==> config.mk <==
export PLATFORM = sky130hd
export DESIGN_NAME = uart_rx_os16
export DESIGN_NICKNAME = d
export VERILOG_FILES = /design/src/rtl/uart_pkg.sv /design/src/rtl/uart_baud_tick.sv /design/src/rtl/uart_rx_os16.sv
export SDC_FILE = /design/constraint.sdc
export NUM_CORES = 1
export LEC_CHECK = 0
export BUFFER_PORTS_ARGS = -buffer_cell sky130_fd_sc_hd__buf_2
export CAP_MARGIN = 20
export CORE_ASPECT_RATIO = 0.5
export CORE_MARGIN = 2
export CORE_UTILIZATION = 52
export DETAILED_ROUTE_END_ITERATION = 10
export PLACE_DENSITY_LB_ADDON = 0.08
export RECOVER_POWER = 100
export SYNTH_ARGS = -nofsm -noshare
export SYNTH_HDL_FRONTEND = slang
export SYNTH_SLANG_ARGS = --single-unit
==> constraint.sdc <==
create_clock -name clk -period 2.05 [get_ports clk]
set_input_delay 0.3075 -clock clk [delete_from_list [all_inputs] [get_ports clk]]
set_output_delay 0.3075 -clock clk [all_outputs]
set_load 0.03 [all_outputs]
==> src/rtl/uart_pkg.sv <==
// Shared UART definitions: receiver state encoding, oversampling ratio and
// the baud divisor rounding used by both receiver and transmitter.
package uart_pkg;

   localparam int unsigned OVERSAMPLE = 16;

   typedef enum logic [2:0] {
      IDLE,
      START,
      DATA,
      STOP,
      WAIT_IDLE
   } rx_state_t;

   // Clock cycles per oversample tick, rounded to nearest.
   function automatic int unsigned baud_div(input int unsigned clk_freq,
                                            input int unsigned baud);
      return (clk_freq + baud * (OVERSAMPLE / 2)) / (baud * OVERSAMPLE);
   endfunction

endpackage

==> src/rtl/uart_baud_tick.sv <==
// Oversample tick generator: one-cycle o_tick every DIV clocks, restartable
// by i_clear so the bit grid aligns to a detected start edge.
module uart_baud_tick #(
   parameter int unsigned DIV = 65
) (
   input  logic clk,
   input  logic rst_n,
   input  logic i_clear,
   output logic o_tick
);

   localparam int unsigned   CW   = (DIV > 1) ? $clog2(DIV) : 1;
   localparam logic [CW-1:0] LAST = CW'(DIV - 1);

   logic [CW-1:0] r_cnt;

   // Free-running modulo-DIV counter, restarted on start detection.
   always_ff @(posedge clk or negedge rst_n) begin
      if (!rst_n)
         r_cnt <= '0;
      else if (i_clear)
         r_cnt <= '0;
      else if (r_cnt == LAST)
         r_cnt <= '0;
      else
         r_cnt <= r_cnt + 1'b1;
   end

   assign o_tick = (r_cnt == LAST);

endmodule

==> src/rtl/uart_rx_os16.sv <==
// 16x oversampling UART receiver with 3-sample majority vote per bit,
// framing-error and line-break reporting.
module uart_rx_os16 #(
   parameter int unsigned CLK_FREQ   = 10_000_000,
   parameter int unsigned BAUD       = 9600,
   parameter int unsigned OVERSAMPLE = 16
) (
   input  logic       clk,
   input  logic       rst_n,
   input  logic       i_rx,
   output logic [7:0] o_data,
   output logic       o_valid,
   output logic       o_frame_err,
   output logic       o_break,
   output logic       o_busy
);

   import uart_pkg::*;

   localparam int unsigned DIV      = baud_div(CLK_FREQ, BAUD);
   localparam logic [3:0]  SMP_LAST = 4'(OVERSAMPLE - 1);
   localparam logic [3:0]  SMP_C7   = 4'd7;
   localparam logic [3:0]  SMP_C8   = 4'd8;
   localparam logic [3:0]  SMP_VOTE = 4'd9;

   logic       r_sync1, r_sync2, r_rx_prev;
   logic       w_rx_s, w_fall, w_start, w_tick;
   logic       w_at_vote, w_at_end, w_vote;
   logic [3:0] r_smp;
   logic [2:0] r_bit_idx;
   logic       r_c7, r_c8;
   logic [7:0] r_shift, r_data;
   logic       r_valid, r_ferr, r_brk;
   rx_state_t  r_state, w_state_nxt;
   logic       w_shift_en, w_bit_inc, w_bit_clr;
   logic       w_set_valid, w_set_ferr, w_set_brk;

   // Two-flop synchronizer plus edge history; all reset high (idle line).
   always_ff @(posedge clk or negedge rst_n) begin
      if (!rst_n) begin
         r_sync1   <= 1'b1;
         r_sync2   <= 1'b1;
         r_rx_prev <= 1'b1;
      end else begin
         r_sync1   <= i_rx;
         r_sync2   <= r_sync1;
         r_rx_prev <= r_sync2;
      end
   end

   assign w_rx_s  = r_sync2;
   assign w_fall  = r_rx_prev & ~w_rx_s;
   assign w_start = (r_state == IDLE) & w_fall;

   uart_baud_tick #(
      .DIV(DIV)
   ) u_baud_tick (
      .clk    (clk),
      .rst_n  (rst_n),
      .i_clear(w_start),
      .o_tick (w_tick)
   );

   // Sample position within the current bit period.
   always_ff @(posedge clk or negedge rst_n) begin
      if (!rst_n)
         r_smp <= '0;
      else if (w_start)
         r_smp <= '0;
      else if (w_tick)
         r_smp <= (r_smp == SMP_LAST) ? 4'd0 : r_smp + 4'd1;
   end

   // Capture the first two vote samples; the third is taken live at sample 9.
   always_ff @(posedge clk or negedge rst_n) begin
      if (!rst_n) begin
         r_c7 <= 1'b1;
         r_c8 <= 1'b1;
      end else if (w_tick) begin
         if (r_smp == SMP_C7) r_c7 <= w_rx_s;
         if (r_smp == SMP_C8) r_c8 <= w_rx_s;
      end
   end

   assign w_vote    = (r_c7 & r_c8) | (r_c7 & w_rx_s) | (r_c8 & w_rx_s);
   assign w_at_vote = w_tick & (r_smp == SMP_VOTE);
   assign w_at_end  = w_tick & (r_smp == SMP_LAST);

   // FSM state register.
   always_ff @(posedge clk or negedge rst_n) begin
      if (!rst_n)
         r_state <= IDLE;
      else
         r_state <= w_state_nxt;
   end

   // Next-state and datapath control decode.
   always_comb begin
      w_state_nxt = r_state;
      w_shift_en  = 1'b0;
      w_bit_inc   = 1'b0;
      w_bit_clr   = 1'b0;
      w_set_valid = 1'b0;
      w_set_ferr  = 1'b0;
      w_set_brk   = 1'b0;
      case (r_state)
         IDLE: begin
            if (w_fall) w_state_nxt = START;
         end
         START: begin
            if (w_at_vote && w_vote) begin
               w_state_nxt = IDLE;
            end else if (w_at_end) begin
               w_state_nxt = DATA;
               w_bit_clr   = 1'b1;
            end
         end
         DATA: begin
            if (w_at_vote) w_shift_en = 1'b1;
            if (w_at_end) begin
               if (r_bit_idx == 3'd7) w_state_nxt = STOP;
               else                   w_bit_inc   = 1'b1;
            end
         end
         STOP: begin
            if (w_at_vote) begin
               if (w_vote) begin
                  w_set_valid = 1'b1;
                  w_state_nxt = IDLE;
               end else begin
                  w_set_ferr  = 1'b1;
                  w_set_brk   = (r_shift == 8'h00);
                  w_state_nxt = WAIT_IDLE;
               end
            end
         end
         WAIT_IDLE: begin
            if (w_rx_s) w_state_nxt = IDLE;
         end
         default: w_state_nxt = IDLE;
      endcase
   end

   // Bit index, shift register, output byte and single-cycle status pulses.
   always_ff @(posedge clk or negedge rst_n) begin
      if (!rst_n) begin
         r_bit_idx <= '0;
         r_shift   <= '0;
         r_data    <= '0;
         r_valid   <= 1'b0;
         r_ferr    <= 1'b0;
         r_brk     <= 1'b0;
      end else begin
         if (w_bit_clr)
            r_bit_idx <= '0;
         else if (w_bit_inc)
            r_bit_idx <= r_bit_idx + 3'd1;
         if (w_shift_en)
            r_shift <= {w_vote, r_shift[7:1]};
         if (w_set_valid || w_set_ferr)
            r_data <= r_shift;
         r_valid <= w_set_valid;
         r_ferr  <= w_set_ferr;
         r_brk   <= w_set_brk;
      end
   end

   assign o_data      = r_data;
   assign o_valid     = r_valid;
   assign o_frame_err = r_ferr;
   assign o_break     = r_brk;
   assign o_busy      = (r_state != IDLE);

endmodule

==> impl_metrics.csv <==
group,metric,value,unit
run_status,outcome,"complete, no violations",
run,cap_viol_max_count,0,
cells_and_area,finalInstanceArea,2190,sq um
cells_and_area,drive_gt1_share,23.9,%
yosys,yosysSeqAreaShare,54.9,%
hold_path,worstHoldPathType,"input port to register",
timing,fmax,508,MHz
pwr,seqPwrFrac,47.7,%
global_route,grt_pass1_wl,5240,microns
detailed_routing,viasPerCell,5.23,
timing,fin_crit_sh,95.9,%
yosys,synth_area_leaders,"dfrtp_1 48%, mux2_2 10%, dfstp_2 7.0%, ha_1 4.7%, nor2_1 3.0%",
yosys,async_flop_share,100,%
clock_tree,htree_levels,2,
clock_tree,clkTransAtPathRegs,80,ps
timing,relSlewSlack,20.3,%
placement,place_ws,52.4,ps
pwr,p_comb_share,15.2,%
global_route,grt_pass1_vias,1151,
setup_path,crit_arrival,2140,ps
yosys,syn-num-nets,167,
setup_path,worstPathRequired,2230,ps
cells_and_area,syn_to_final_growth,16.7,%
yosys,yosysTopAreaCell,"dfrtp_1",
timing,fin_tns_setup,0,ps
clock_tree,insertion_delay,290,ps
detailed_routing,vias,1228,
yosys,synth_edf_count,0,
setup_path,startpoint_type,"register",
floorplan,die_x,89.0,microns
detailed_routing,drt-initial-drc-count,65,
placement,dpl_cell_area,2050,sq um
setup_path,setup.worst_path.end_class,"register",
timing,rsz0062_at_grt,"false",
floorplan,initial_core_util,54.4,%
pwr,max-vdd-ir-drop,0.000667,V
detailed_routing,ant_nets,0,
global_route,track_usage,17.3,%
floorplan,die_h,46.5,microns
yosys,netlist_area,1880,sq um
yosys,synth_ff_type,"dfrtp_1",
yosys,ys_ff_latch,41,
setup_path,critPathMaxFanout,7,
placement,dp_hpwl,2230,microns
yosys,syn_area_per_cell,12.0,sq um
yosys,yosysWarnings,0,
timing,worst_slack,83.4,ps
global_route,grt_start_max_net_pins,22,
floorplan,io_pins,15,
clock_tree,ctsRootBufferMaster,"clkbuf_8",
cells_and_area,num_antenna_cells,0,
clock_tree,cts_made_buffers,5,
global_route,overflow,0,
setup_path,critPathKind,"register to register",
placement,io_buffers,14,
global_route,antenna_found_initial,0,
yosys,postSynthCellCount,157,
timing,fin_crit,1970,ps
clock_tree,cts_sinks,41,
timing,worstMarginPinSlew,1190,ps
yosys,yosysUniqueCellTypes,42,
timing,setup_viol,0,
cells_and_area,nets,193,
detailed_routing,wl,3140,microns
pwr,power.switching,549,uW
detailed_routing,drtPass1Iterations,4,
floorplan,num_rows,15,
detailed_routing,avgRoutedWirePerCell,13.4,microns
timing,slew_viol_final,0,
clock_tree,cts_buffer_depth,2,
pwr,clkPwrFrac,37.1,%
detailed_routing,drcViolationCount,0,
setup_path,r2r_slack,80,ps
placement,gp_congestion,0.853,
clock_tree,cts_tree,"yes",
timing,finClkSkew,5.56,ps
pwr,p_per_area,950,nW/um^2
floorplan,core,3450,sq um
timing,hold_violations,0,
floorplan,die-area,4140,sq um
pwr,p_leak,1.03,nW
pwr,p_sw_share,26.3,%
pwr,p_int,1.53,mW
yosys,synth_top_area_share,47.9,%
[state kept, by name (all words and copies together) (netlist names)]
signal and cells:
o_break 1, r_state 3, r_c8 1, r_sync1 1, o_data 8, r_rx_prev 1
r_shift 8, u_baud_tick.r_cnt 7, r_bit_idx 3, r_sync2 1, r_smp 4, o_frame_err 1
r_c7 1, o_valid 1
[worst max-delay path: stages, from the launching register on]
cell and delay (ps):
dfrtp_1 390, inv_1 60, ha_1 120, nor4bb_2 250
buf_4 200, nand2_4 50, or4_4 520, mux2_4 270
[routing by layer]
metal / track usage (%) / wire (microns) / vias up
met5: 0 / 0 / -
met2: 28.7 / 1430 / 19
met1: 22.2 / 1570 / 599
li1: - / - / 608
met4: 4.48 / 14 / 0
met3: 5.91 / 119 / 2
[final cells by class]
class	instances	area [sq um]
Inverter	6	22.5
Multi-Input combinational cell	106	812
Clock inverter	3	68.8
Timing Repair Buffer	23	125
Fill cell	293	1260
Tap cell	51	63.8
Clock buffer	5	68.8
Sequential cell	41	1030
[kinds of logic (layout without fill, tap and decap cells)]
group / after synthesis / after routing / synth area share (%)
AOI/OAI and AO/OA: 18 / 18 / 6.39
DFF: 41 / 41 / 54.9
buffers and inverters: 10 / 37 / 2.20
adders and majority gates: 8 / 8 / 5.19
xor gates and xnor gates: 6 / 6 / 2.80
and+or+nand+nor: 56 / 56 / 17.5
muxes: 18 / 18 / 11.0
[synthesized netlist by cell type, types with 2 or more instances]
cell and n:
a22o_1 2, nand2_1 10, and3b_1 2, nor4_1 2, a41oi_1 2, o21ai_0 5, xnor2_1 3, nor3b_1 2
nand3_1 4, o211ai_1 2, clkbuf_1 3, dfrtp_1 36, xor2_1 3, and3_1 2, nor2_1 15, dfstp_2 5
mux2_2 17, and2_1 2, ha_1 7, inv_1 6, nand4b_1 2, a21oi_1 4, nand4_1 2
[power by group through the flow]
stage | sequential, mW | clock, mW | combinational (mW)
5_1_grt | 1.00 | 0.828 | 0.373
3_5_place_dp | 1.01 | 0 | 0.297
3_3_place_gp | 1.00 | 0 | 0.288
2_1_floorplan | 0.990 | 0 | 0.219
6_report | 0.993 | 0.773 | 0.317
4_1_cts | 0.993 | 0.796 | 0.299
[final timing paths]
kind | startpoint | end | depth (start not counted)
max in group asynchronous | rst_n | r_rx_prev$_DFF_PN1_ | 3
min | i_rx | r_sync1$_DFF_PN1_ | 1
max reg2reg | u_baud_tick.r_cnt[1]$_DFF_PN0_ | r_bit_idx[0]$_DFFE_PN0P_ | 7
max | u_baud_tick.r_cnt[1]$_DFF_PN0_ | r_bit_idx[0]$_DFFE_PN0P_ | 7
min reg2reg | r_sync1$_DFF_PN1_ | r_sync2$_DFF_PN1_ | 0
min in group asynchronous | rst_n | r_state[0]$_DFFE_PN0P_ | 2
[through the flow]
step | hold WS (ps) | cells | util, % | power (mW)
global placement | 307 | 224 | 59.4 | 1.29
finish | 115 | 235 | 63.5 | 2.08
detailed placement | 306 | 224 | 59.4 | 1.31
CTS | 106 | 233 | 63.7 | 2.09
global route | 100 | 235 | 63.5 | 2.21
floorplan | 11.9 | 157 | - | 1.21
[layout by cell type (no fill, tap or decap), types with 3 or more instances in the layout]
cell      Yosys  routed
nor2_1       15      15
dfstp_2       5       4
dfrtp_1      36      36
xnor2_1       3       3
xor2_1        3       3
buf_4         1       3
clkbuf_8      0       5
o21ai_0       5       5
nand3_1       4       4
nand2_1      10      10
inv_1         6       6
ha_1          7       7
mux2_2       17      17
clkbuf_1      3      16
a21oi_1       4       4
[what timing repair did]
action                                 CTS  global route
buffers inserted                         0             2
endpoints found under the hold margin   20             0
hold buffers                             1             0
gates resized for setup                  0             1
setup endpoints to repair                0             4
Note: power is estimated with default switching activity, not from simulation.
